<file path="src/rtl/axi_lite_regfile.sv">
// AXI4-Lite slave: NUM_REGS read/write registers followed by one read-only status word.
// Register 0 bit 0 acts as a start strobe: writing 1 pulses start_pulse and the bit never stores.
module axi_lite_regfile #(
    parameter int DATA_W   = 32,
    parameter int ADDR_W   = 6,
    parameter int NUM_REGS = 10
) (
    input  logic                         clk,
    input  logic                         rst_n,
    input  logic [ADDR_W-1:0]            s_axi_awaddr,
    input  logic                         s_axi_awvalid,
    output logic                         s_axi_awready,
    input  logic [DATA_W-1:0]            s_axi_wdata,
    input  logic [DATA_W/8-1:0]          s_axi_wstrb,
    input  logic                         s_axi_wvalid,
    output logic                         s_axi_wready,
    output logic [1:0]                   s_axi_bresp,
    output logic                         s_axi_bvalid,
    input  logic                         s_axi_bready,
    input  logic [ADDR_W-1:0]            s_axi_araddr,
    input  logic                         s_axi_arvalid,
    output logic                         s_axi_arready,
    output logic [DATA_W-1:0]            s_axi_rdata,
    output logic [1:0]                   s_axi_rresp,
    output logic                         s_axi_rvalid,
    input  logic                         s_axi_rready,
    output logic [NUM_REGS*DATA_W-1:0]   reg_q,
    output logic                         start_pulse,
    input  logic [DATA_W-1:0]            status_in
);
    localparam int               STRB_W      = DATA_W / 8;
    localparam int               IDX_W       = ADDR_W - 2;
    localparam logic [1:0]       RESP_OKAY   = 2'b00;
    localparam logic [1:0]       RESP_SLVERR = 2'b10;
    localparam logic [IDX_W-1:0] STATUS_IDX  = IDX_W'(NUM_REGS);

    logic [DATA_W-1:0] r_regs [NUM_REGS];
    logic              r_aw_held;
    logic [IDX_W-1:0]  r_aw_idx;
    logic              r_w_held;
    logic [DATA_W-1:0] r_w_data;
    logic [STRB_W-1:0] r_w_strb;
    logic              r_bvalid;
    logic [1:0]        r_bresp;
    logic              r_start;
    logic              r_rvalid;
    logic [DATA_W-1:0] r_rdata;
    logic [1:0]        r_rresp;

    logic              w_aw_hs;
    logic              w_w_hs;
    logic              w_ar_hs;
    logic              w_commit;
    logic              w_wr_valid;
    logic [IDX_W-1:0]  w_ar_idx;
    logic [DATA_W-1:0] w_rd_data;
    logic              w_rd_err;
    logic              w_unused;

    assign s_axi_awready = !r_aw_held && !r_bvalid;
    assign s_axi_wready  = !r_w_held && !r_bvalid;
    assign s_axi_arready = !r_rvalid;
    assign s_axi_bvalid  = r_bvalid;
    assign s_axi_bresp   = r_bresp;
    assign s_axi_rvalid  = r_rvalid;
    assign s_axi_rdata   = r_rdata;
    assign s_axi_rresp   = r_rresp;
    assign start_pulse   = r_start;

    assign w_aw_hs    = s_axi_awvalid && s_axi_awready;
    assign w_w_hs     = s_axi_wvalid && s_axi_wready;
    assign w_ar_hs    = s_axi_arvalid && s_axi_arready;
    assign w_commit   = r_aw_held && r_w_held && !r_bvalid;
    assign w_wr_valid = r_aw_idx < STATUS_IDX;
    assign w_ar_idx   = s_axi_araddr[ADDR_W-1:2];
    assign w_unused   = ^{s_axi_awaddr[1:0], s_axi_araddr[1:0]};

    for (genvar g = 0; g < NUM_REGS; g++) begin : g_reg_q
        assign reg_q[g*DATA_W +: DATA_W] = r_regs[g];
    end

    // Write path: AW and W park independently; the commit consumes both together.
    always_ff @(posedge clk) begin
        if (!rst_n) begin
            // NOTE: the register array is software-visible state, so it is reset like any other flop.
            for (int i = 0; i < NUM_REGS; i++) r_regs[i] <= '0;
            r_aw_held <= 1'b0;
            r_aw_idx  <= '0;
            r_w_held  <= 1'b0;
            r_w_data  <= '0;
            r_w_strb  <= '0;
            r_bvalid  <= 1'b0;
            r_bresp   <= RESP_OKAY;
            r_start   <= 1'b0;
        end else begin
            r_start <= 1'b0;
            if (w_aw_hs) begin
                r_aw_held <= 1'b1;
                r_aw_idx  <= s_axi_awaddr[ADDR_W-1:2];
            end
            if (w_w_hs) begin
                r_w_held <= 1'b1;
                r_w_data <= s_axi_wdata;
                r_w_strb <= s_axi_wstrb;
            end
            if (w_commit) begin
                r_aw_held <= 1'b0;
                r_w_held  <= 1'b0;
                r_bvalid  <= 1'b1;
                r_bresp   <= w_wr_valid ? RESP_OKAY : RESP_SLVERR;
                if (w_wr_valid) begin
                    for (int i = 0; i < NUM_REGS; i++) begin
                        if (r_aw_idx == IDX_W'(i)) begin
                            for (int b = 0; b < STRB_W; b++) begin
                                if (r_w_strb[b]) r_regs[i][b*8 +: 8] <= r_w_data[b*8 +: 8];
                            end
                        end
                    end
                    r_start <= (r_aw_idx == '0) && r_w_strb[0] && r_w_data[0];
                end
            end else if (r_bvalid && s_axi_bready) begin
                r_bvalid <= 1'b0;
            end
            r_regs[0][0] <= 1'b0;
        end
    end

    always_comb begin
        w_rd_data = '0;
        w_rd_err  = 1'b0;
        if (w_ar_idx == STATUS_IDX) begin
            w_rd_data = status_in;
        end else if (w_ar_idx > STATUS_IDX) begin
            w_rd_err = 1'b1;
        end else begin
            for (int i = 0; i < NUM_REGS; i++) begin
                if (w_ar_idx == IDX_W'(i)) w_rd_data = r_regs[i];
            end
        end
    end

    // NOTE: non-blocking updates let a read at the commit edge see the pre-write register value.
    always_ff @(posedge clk) begin
        if (!rst_n) begin
            r_rvalid <= 1'b0;
            r_rdata  <= '0;
            r_rresp  <= RESP_OKAY;
        end else if (w_ar_hs) begin
            r_rvalid <= 1'b1;
            r_rdata  <= w_rd_data;
            r_rresp  <= w_rd_err ? RESP_SLVERR : RESP_OKAY;
        end else if (r_rvalid && s_axi_rready) begin
            r_rvalid <= 1'b0;
        end
    end
endmodule

</file>
<file path="config.mk">
export PLATFORM = sky130hd
export DESIGN_NAME = axi_lite_regfile
export DESIGN_NICKNAME = d
export VERILOG_FILES = /design/src/rtl/axi_lite_regfile.sv
export SDC_FILE = /design/constraint.sdc
export NUM_CORES = 1
export LEC_CHECK = 0
export ABC_AREA = 1
export CAP_MARGIN = 20
export CORE_MARGIN = 1.5
export CORE_UTILIZATION = 53
export DETAILED_ROUTE_END_ITERATION = 8
export PLACE_DENSITY_LB_ADDON = 0.2
export SYNTH_ARGS = -nofsm -noshare
export SYNTH_HDL_FRONTEND = slang
export SYNTH_SLANG_ARGS = --single-unit
</file>
<file path="constraint.sdc">
create_clock -name clk -period 6.2 [get_ports clk]
set_clock_uncertainty 0.15 [all_clocks]
set_input_delay 1.24 -clock clk [delete_from_list [all_inputs] [get_ports clk]]
set_output_delay 1.24 -clock clk [all_outputs]
set_load 0.1 [all_outputs]
</file>
==> Word-level counts from Yosys, hierarchy flattened <==
Memory sizes are Yosys's and may differ from the RTL's.
Cells that the tools add are included.
{ "totals": {"register_bits": 81, "ramBits": 320, "in_bits": 87, "word_cells": 363, "n_memories": 1} }
{ "memory_table": {"columns": ["memory", "depth", "width", "read_ports", "rd_ports_with_merged_regs", "wr", "line_no", "source"], "rows": [
  ["r_regs", 10, 32, 10, 0, 10, "37", "logic [DATA_W-1:0] r_regs [NUM_REGS];"]
]} }
{ "classes": {"magnitude_cmp": 2, "n_eq_ne": 19, "mux": 267, "bitwise_logic": 42, "reduce_logical": 21} }
{ "op_table": {"columns": ["cell", "n"], "rows": [
  ["$mux W32", 12],
  ["$mux W8", 40],
  ["$mux W1", 213],
  ["$or A1 B1 Y1", 41],
  ["$eq A4 B3 Y1 const B", 8],
  ["$eq A4 B4 Y1 const B", 5],
  ["$eq A4 B2 Y1 const B", 4],
  ["$logic_and A1 B1 Y1", 11],
  ["$eq A4 B1 Y1 const B", 2],
  ["$logic_not A4 Y1", 2],
  ["$gt A4 B4 Y1 const B", 1],
  ["$logic_not A1 Y1", 4],
  ["$lt A4 B4 Y1 const B", 1],
  ["$mux W2", 2],
  ["$reduce_bool A2 Y1", 2],
  ["$reduce_and A3 Y1", 1],
  ["$reduce_or A2 Y1", 1],
  ["$not A1 Y1", 1]
]} }

==> Logic depth before layout (Yosys ltp) <==
Gate-level depths: netlist (run 1).
{ "depth": {"word_depth": 13, "mapped_depth": 14, "mapped_depth_nobuf": 13} }

==> Least setup slack after synthesis (run 1) <==
No wires, ideal clock.
{ "synth_timing": {"kind": "register -> output", "start": "register r_bvalid, in the netlist s_axi_bvalid", "end": "output s_axi_awready", "t_arrival_ns": 2.150, "setup_slack_ns": 2.660, "path_stages_with_launch": 2, "cell_sequence": "dfxtp_1 > nor2_1"} }
{ "synth_via": {"elab_chain_cells": 2} }
{ "synth_lines": {"columns": ["item", "line_no", "source"], "rows": [
  ["start: declaration", "43", "logic r_bvalid;"],
  ["start signal: assignment", "92", "r_bvalid <= 1'b0;"],
  ["start signal: assignment", "109", "r_bvalid <= 1'b1;"],
  ["start signal: assignment", "122", "r_bvalid <= 1'b0;"],
  ["$logic_not A1 Y1", "60", "assign s_axi_awready = !r_aw_held && !r_bvalid;"],
  ["$logic_and A1 B1 Y1", "60", null],
  ["end: declaration", "12", "output logic s_axi_awready,"]
]} }
No other way between the ends.

==> Worst setup path in the final report (run 1) <==
{ "layout_timing": {"start": "input s_axi_araddr[4]", "end": "register r_rdata[11], in the netlist s_axi_rdata[11]"} }
{ "layout_via": {"elab_chain_cells": 13} }
{ "layout_lines": {"columns": ["item", "line_no", "source"], "rows": [
  ["start: declaration", "20", "input logic [ADDR_W-1:0] s_axi_araddr,"],
  ["$logic_not A4 Y1", "137", "if (w_ar_idx == IDX_W'(i)) w_rd_data = r_regs[i];"],
  ["$mux W32 (10 in a row)", "137", null],
  ["$mux W32", "133", "end else if (w_ar_idx > STATUS_IDX) begin"],
  ["$mux W32 *", "131", "if (w_ar_idx == STATUS_IDX) begin"],
  ["end signal: assignment", "150", "r_rdata <= w_rd_data;"],
  ["end: declaration", "47", "logic [DATA_W-1:0] r_rdata;"]
]} }
Mark *: on every way between the ends. The rest lies on a longest branch, timed or not.
A chain may end at the register's enable or synchronous reset.

==> results of run 1 <==
-- flip-flops by register name, indices dropped and copies added (netlist names) --
register	flops
start_pulse	1
r_w_strb	4
s_axi_rvalid	1
r_aw_idx	4
r_aw_held	1
s_axi_bresp	1
r_w_data	32
s_axi_bvalid	1
s_axi_rdata	32
r_w_held	1
r_regs	320
s_axi_rresp	1
-- metrics by stage --
stage | hold slack [ps] | cell area (um2) | utilization [%] | std cells | worst slack [ps]
6_report | 338 | 23400 | 72.1 | 2757 | 2140
5_1_grt | 356 | 23400 | 72.1 | 2757 | 1930
4_1_cts | 337 | 23400 | 72.0 | 2753 | 2190
3_5_place_dp | 324 | 22100 | 68.2 | 2677 | 1660
3_3_place_gp | 319 | 22100 | 68.1 | 2674 | 1740
2_1_floorplan | 278 | 17400 | - | 1882 | 2660
-- logic make-up after synthesis --
logic type / after synthesis / synth area share (%)
simple gates: 1043 / 24.8
compound gates: 195 / 5.61
buf+inv: 241 / 5.38
flops: 399 / 64.2
other cells: 2 / 0.0431
-- area by class of cell --
type                            instances  area, um2  area share (%)
Inverter                              135        507            2.17
Multi-Input combinational cell       1242       5320            22.7
Clock buffer                           61       1150            4.93
Tap cell                              442        553            2.36
Timing Repair Buffer                  463       4580            19.6
Sequential cell                       399      11200            47.8
Clock inverter                         15       97.6           0.417
-- worst paths after layout --
path	from	to	slack, ps	depth (start not counted)
setup / recovery	s_axi_araddr[4]	s_axi_rdata[11]$_SDFFE_PN0P_	2140	10
hold / removal	r_w_strb[0]$_SDFFE_PN0P_	r_w_strb[0]$_SDFFE_PN0P_	340	2
setup reg to reg	r_aw_idx[3]$_SDFFE_PN0P_	r_regs[0][30]$_SDFFCE_PN0P_	3420	6
hold reg to reg	r_w_strb[0]$_SDFFE_PN0P_	r_w_strb[0]$_SDFFE_PN0P_	340	2
-- worst min-delay path: stages (launching register included) --
cell and delay [ps]:
dfxtp_1 330, nor2_1 50, nor2_1 80
-- power by group through the flow --
stage | sequential (mW) | combinational [mW] | clock, mW
after floorplan | 3.80 | 0.296 | 0
after CTS | 3.07 | 1.37 | 2.35
after global placement | 3.13 | 1.35 | 0
final | 3.08 | 1.37 | 2.35
after detailed placement | 3.13 | 1.36 | 0
after global routing | 3.09 | 1.42 | 2.44
-- placed cells by master, fill, tap and decap left out, drive strengths merged --
| master | synthesis | layout |
|---|---|---|
| nor2 | 456 | 456 |
| buf | 27 | 20 |
| bufinv | 0 | 1 |
| inv | 134 | 134 |
| o21a | 1 | 1 |
| nand4 | 29 | 29 |
| nor3 | 5 | 5 |
| a21oi | 106 | 106 |
| clkbuf | 79 | 63 |
| edfxtp | 320 | 320 |
| nand3 | 117 | 117 |
| o21ai | 88 | 88 |
| nand2 | 383 | 383 |
| clkinv | 1 | 15 |
| or2 | 52 | 52 |
| and3 | 1 | 1 |
| conb | 2 | 4 |
| clkdlybuf4s50 | 0 | 441 |
| dfxtp | 79 | 79 |
-- metal layers --
metal	GRT usage [%]	up-vias
met3	8.56	136
met4	13.1	0
met2	61.7	877
met5	0	-
met1	37.6	7191
li1	-	6969
==> key figures, run 1 <==
Power and ir drop
  – Clock share of power: 34.6%
  – Logic pwr share: 20.2%
  – Leakage: 8.82 nW
  – Pwr Total: 6.80 mW
  – Power Internal: 4.61 mW
  – Peak supply drop: 268 uV
  – Sw Ratio: 32.1%
  – PwrDens: 290 nW/um2
  – Net load switching power: 2.18 mW
  – Sequential share of power: 45.2%

Logic synthesis
  – Commonest cells post-synth: nor2_1, nand2_1, edfxtp_1, inv_1, nand3_1
  – Most frequent cell after synthesis: nor2_1
  – Top_reg_cell synth: edfxtp_1
  – Synth warn: 0
  – Mapped Area: 17,400 um2
  – Mean Syn Cell Area: 9.27 um2
  – Synth unique cells: 26
  – Sequential element share of the synthesized area: 64.2%
  – FFs w/ async S/R, synth: 0%
  – Area share of the largest cell type after synthesis: 55.1%
  – Synthesis-stage register bit count: 399
  – Post-synth top area cell: edfxtp_1
  – Syn Inst Count: 1,880
  – Ranking of synthesized cells by area: edfxtp_1, nor2_1, dfxtp_1
  – EDFF count, synth: 320

Worst setup path
  – Largest stage delay, worst path: 820 ps
  – Critical-path cell list: clkdlybuf4s50_1 -> nor2_1 -> nand2_1 -> nor2_1 -> nor2_1 -> nand4_1 -> o21ai_1 -> nand3_1 -> nand2_1 -> a21oi_1
  – Worst path slowest cell: nor2_1
  – CP Data Required Time: 6510 ps
  – Worst setup SP type: input port
  – CP Buf/Inv Count: 1
  – WS Path Type: in2reg
  – Worst path top cell family by delay: simple AND/OR/NAND/NOR gates
  – CP arrival: 4380 ps
  – CP dominant cell by count: nor2_1
  – Max FO, Critical Path: 22
  – CP Capture Type: flip-flop

Detailed routing
  – Routed vias: 15,200
  – DR iter-0 viols: 1,438
  – TritonRoute pass-1 iters: 7
  – Met2 Wirelength: 30,100 um
  – Vias per cell: 5.50
  – DR DRC count: 0
  – Routed wire length: 58,300 um
  – Max layer used: met4
  – Routed met1 length: 19,500 um
  – DR WL/cell: 21.2 um
  – Antenna viol nets, final: 0
  – Met3 Routed Length: 6440 um

Run status
  – Status: completed

Timing
  – RSZ-0062 raised after global routing: false
  – Worst slew pin tran: 1120 ps
  – Fmax: 246 MHz
  – Max Slew Vio Count: 0
  – Setup TNS: 0 ps
  – Setup-failing EPs final: 0
  – Period utilization: 65.5%
  – Final Hold Vio Count: 0
  – Relative slew slack: 25.1%
  – Tmin final: 4060 ps

Global route
  – Total grt overflow: 0
  – First-pass GRT wire length: 84,600 um
  – Tot GR Track Use: 33.8%
  – Largest net degree at the start of global routing: 107
  – Initial antenna violation count: 0
  – Vias in the first global route: 14,800

Cells and area
  – Fill cells: 2,413
  – Syn-to-layout area delta: 34.2%
  – Layout cells sized above 1: 6.70%
  – Nets: 2,369
  – Number of diodes: 0

CTS
  – Clock slew at reported path FFs: 60 ps
  – CTS tree: built
  – Worst-Skew Late Latency: 540 ps
  – Num CTS Buffers: 41
  – Post-CTS sizing: 0
  – Hold_buf cts: 0
  – # clock sinks: 399
  – CTS Buffer Depth: 3
  – Post-CTS Setup Bufs: 0
  – Htree depth: 2
  – CTS Root Cell: clkbuf_16

Placed design
  – Dpl hpwl: 43,800 um
  – GPL Wtd Cong: 0.922
  – Port Buffers: 442

Floorplanning
  – Initial Util: 53.7%
  – Die height: 184 um
  – IO Pins: 449
  – Rows: 66
  – Die area: 34,000 um2
  – CORE AREA: 32,500 um2
  – Die width: 184 um

Worst hold path
  – Hold Path Class: reg2reg

Flow run
  – Number of max-cap violations: 0
(Power assumes the default switching activity.)
==> run 2: changes to the inputs <==
Settings changed: CORE_UTILIZATION 53 to 49.
Clock period 6.2 ns to 4.2 ns, I/O delays scaled along.
==> run 2 against run 1 <==
Net effect:
- die area increased by 8.0%
- setup slack got worse by 1400 ps
- clock power increased by 50%
- total power increased by 49%
- cell count increased by 0.83%
- utilization decreased by 4.5 points
==> key figures, run 2 (same netlist as run 1, synthesis figures left out) <==
Power and ir drop
  – Logic pwr share: 20.1%
  – Sw Ratio: 31.9%
  – Net load switching power: 3.22 mW
  – Leakage: 8.87 nW
  – PwrDens: 429 nW/um2
  – Power Internal: 6.88 mW
  – Peak supply drop: 342 uV
  – Sequential share of power: 44.9%
  – Clock share of power: 34.9%

Timing
  – RSZ-0062 raised after global routing: false
  – Relative slew slack: 25.0%
  – Fmax: 291 MHz
  – Period utilization: 81.8%
  – Worst slew pin tran: 1120 ps
  – Setup TNS: 0 ps
  – Setup-failing EPs final: 0
  – Worst hold margin: 344 ps
  – Final Hold Vio Count: 0
  – Tmin final: 3440 ps
  – Max Slew Vio Count: 0

Global route
  – Largest net degree at the start of global routing: 69
  – Vias in the first global route: 14,600
  – First-pass GRT wire length: 86,700 um
  – Tot GR Track Use: 32.0%
  – Initial antenna violation count: 0
  – Total grt overflow: 0

Flow run
  – Number of max-cap violations: 0

Cells and area
  – Reg with most FFs: r_regs
  – Design area: 23,500 um2
  – Multi-input logic area: 5320 um2
  – Layout cells sized above 1: 6.97%
  – Commonest non-fill, non-tap cells in the layout: nor2_1, clkdlybuf4s50_1, nand2_1
  – FF+latch area: 11,200 um2
  – Fill cells: 2,682
  – Syn-to-layout area delta: 34.9%
  – Commonest non-fill, non-tap cell in the layout: nor2_1
  – Nets: 2,379
  – Max reg flops: 320

CTS
  – CTS tree: built
  – Worst-Skew Late Latency: 530 ps
  – CTS Buffer Depth: 3
  – Hold_buf cts: 0
  – Num CTS Buffers: 42
  – Clock slew at reported path FFs: 60 ps
  – CTS Root Cell: clkbuf_16
  – Post-CTS Setup Bufs: 0
  – Htree depth: 2
  – # clock sinks: 399
  – Post-CTS sizing: 0

Detailed routing
  – DR DRC count: 0
  – Routed vias: 15,000
  – TritonRoute pass-1 iters: 6
  – DR WL/cell: 21.5 um
  – Antenna viol nets, final: 0
  – Routed wire length: 59,600 um
  – DR iter-0 viols: 1,386
  – Vias per cell: 5.40

Worst setup path
  – CP Data Required Time: 4520 ps
  – Worst setup SP type: input port
  – CP dominant cell by count: nor2_1
  – Critical-path cell list: clkdlybuf4s50_1 -> nor2_1 -> nand2_1 -> buf_4 -> nor2_1 -> nor2_1 -> nand4_1 -> nor2_1 -> nand3_1 -> a21oi_1 -> nor2_1
  – WS Path Type: in2reg
  – CP Capture Type: flip-flop
  – Max FO, Critical Path: 12
  – Worst path slowest cell: nor2_1
  – CP arrival: 3760 ps
  – Largest stage delay, worst path: 770 ps

Floorplanning
  – IO Pins: 449
  – Die area: 36,700 um2
  – Initial Util: 50.1%
  – Die width: 192 um
  – Die height: 192 um
  – CORE AREA: 34,800 um2
  – Rows: 68

Placed design
  – GPL Wtd Cong: 0.921
  – Port Buffers: 442
  – Cell area after placement: 22,200 um2
  – Dpl hpwl: 45,300 um

Run status
  – Status: completed

Worst hold path
  – Hold Path Class: reg2reg
==> run 2: final timing paths <==
check / slack [ps] / start / to / cells past startpoint
worst max-delay path: 760 / s_axi_araddr[4] / s_axi_rdata[13]$_SDFFE_PN0P_ / 11
worst min-delay path: 340 / r_w_strb[3]$_SDFFE_PN0P_ / r_w_strb[3]$_SDFFE_PN0P_ / 2
worst max register to register: 1250 / r_aw_idx[3]$_SDFFE_PN0P_ / r_regs[0][1]$_SDFFCE_PN0P_ / 5
worst min register to register: 340 / r_w_strb[3]$_SDFFE_PN0P_ / r_w_strb[3]$_SDFFE_PN0P_ / 2
==> run 2: power by group through the flow <==
stage               clock network [mW]  registers [mW]  logic (mW)
floorplan                            0            5.61       0.437
global placement                     0            4.61        2.00
detailed placement                   0            4.62        2.03
CTS                               3.53            4.54        2.03
global route                      3.70            4.55        2.11
finish                            3.53            4.54        2.04
==> run 2: through the flow <==
stage	power, mW	worst slack, ps	utilization (%)	instances
finish	10.1	763	67.6	2780
global route	10.4	709	67.6	2779
detailed placement	6.65	390	63.8	2699
global placement	6.62	527	63.8	2698
floorplan	6.05	992	-	1882
CTS	10.1	952	67.5	2775
==> run 2: final cells by class <==
cell class	instances	area share (%)
clock buffers	62	5.10
inverters	135	2.15
multi-input cells	1242	22.6
flip-flops and latches	399	47.6
repair buffers	472	19.8
diodes	1	0.0106
well taps	455	2.42
clock inverters	14	0.372
==> run 2: critical path: cells and delay by family <==
kind,cells,cell delay [ps]
and+or+nand+nor,8,1960
buffers and inverters,2,870
AOI/OAI and AO/OA,1,90
==> run 2: per-layer routing <==
layer | up-vias | routed length, um | track usage [%]
met2 | 747 | 30700 | 58.1
met1 | 7152 | 20200 | 35.4
met4 | 0 | 2340 | 12.2
met5 | - | 0 | 0
li1 | 6983 | - | -
met3 | 130 | 6440 | 9.01
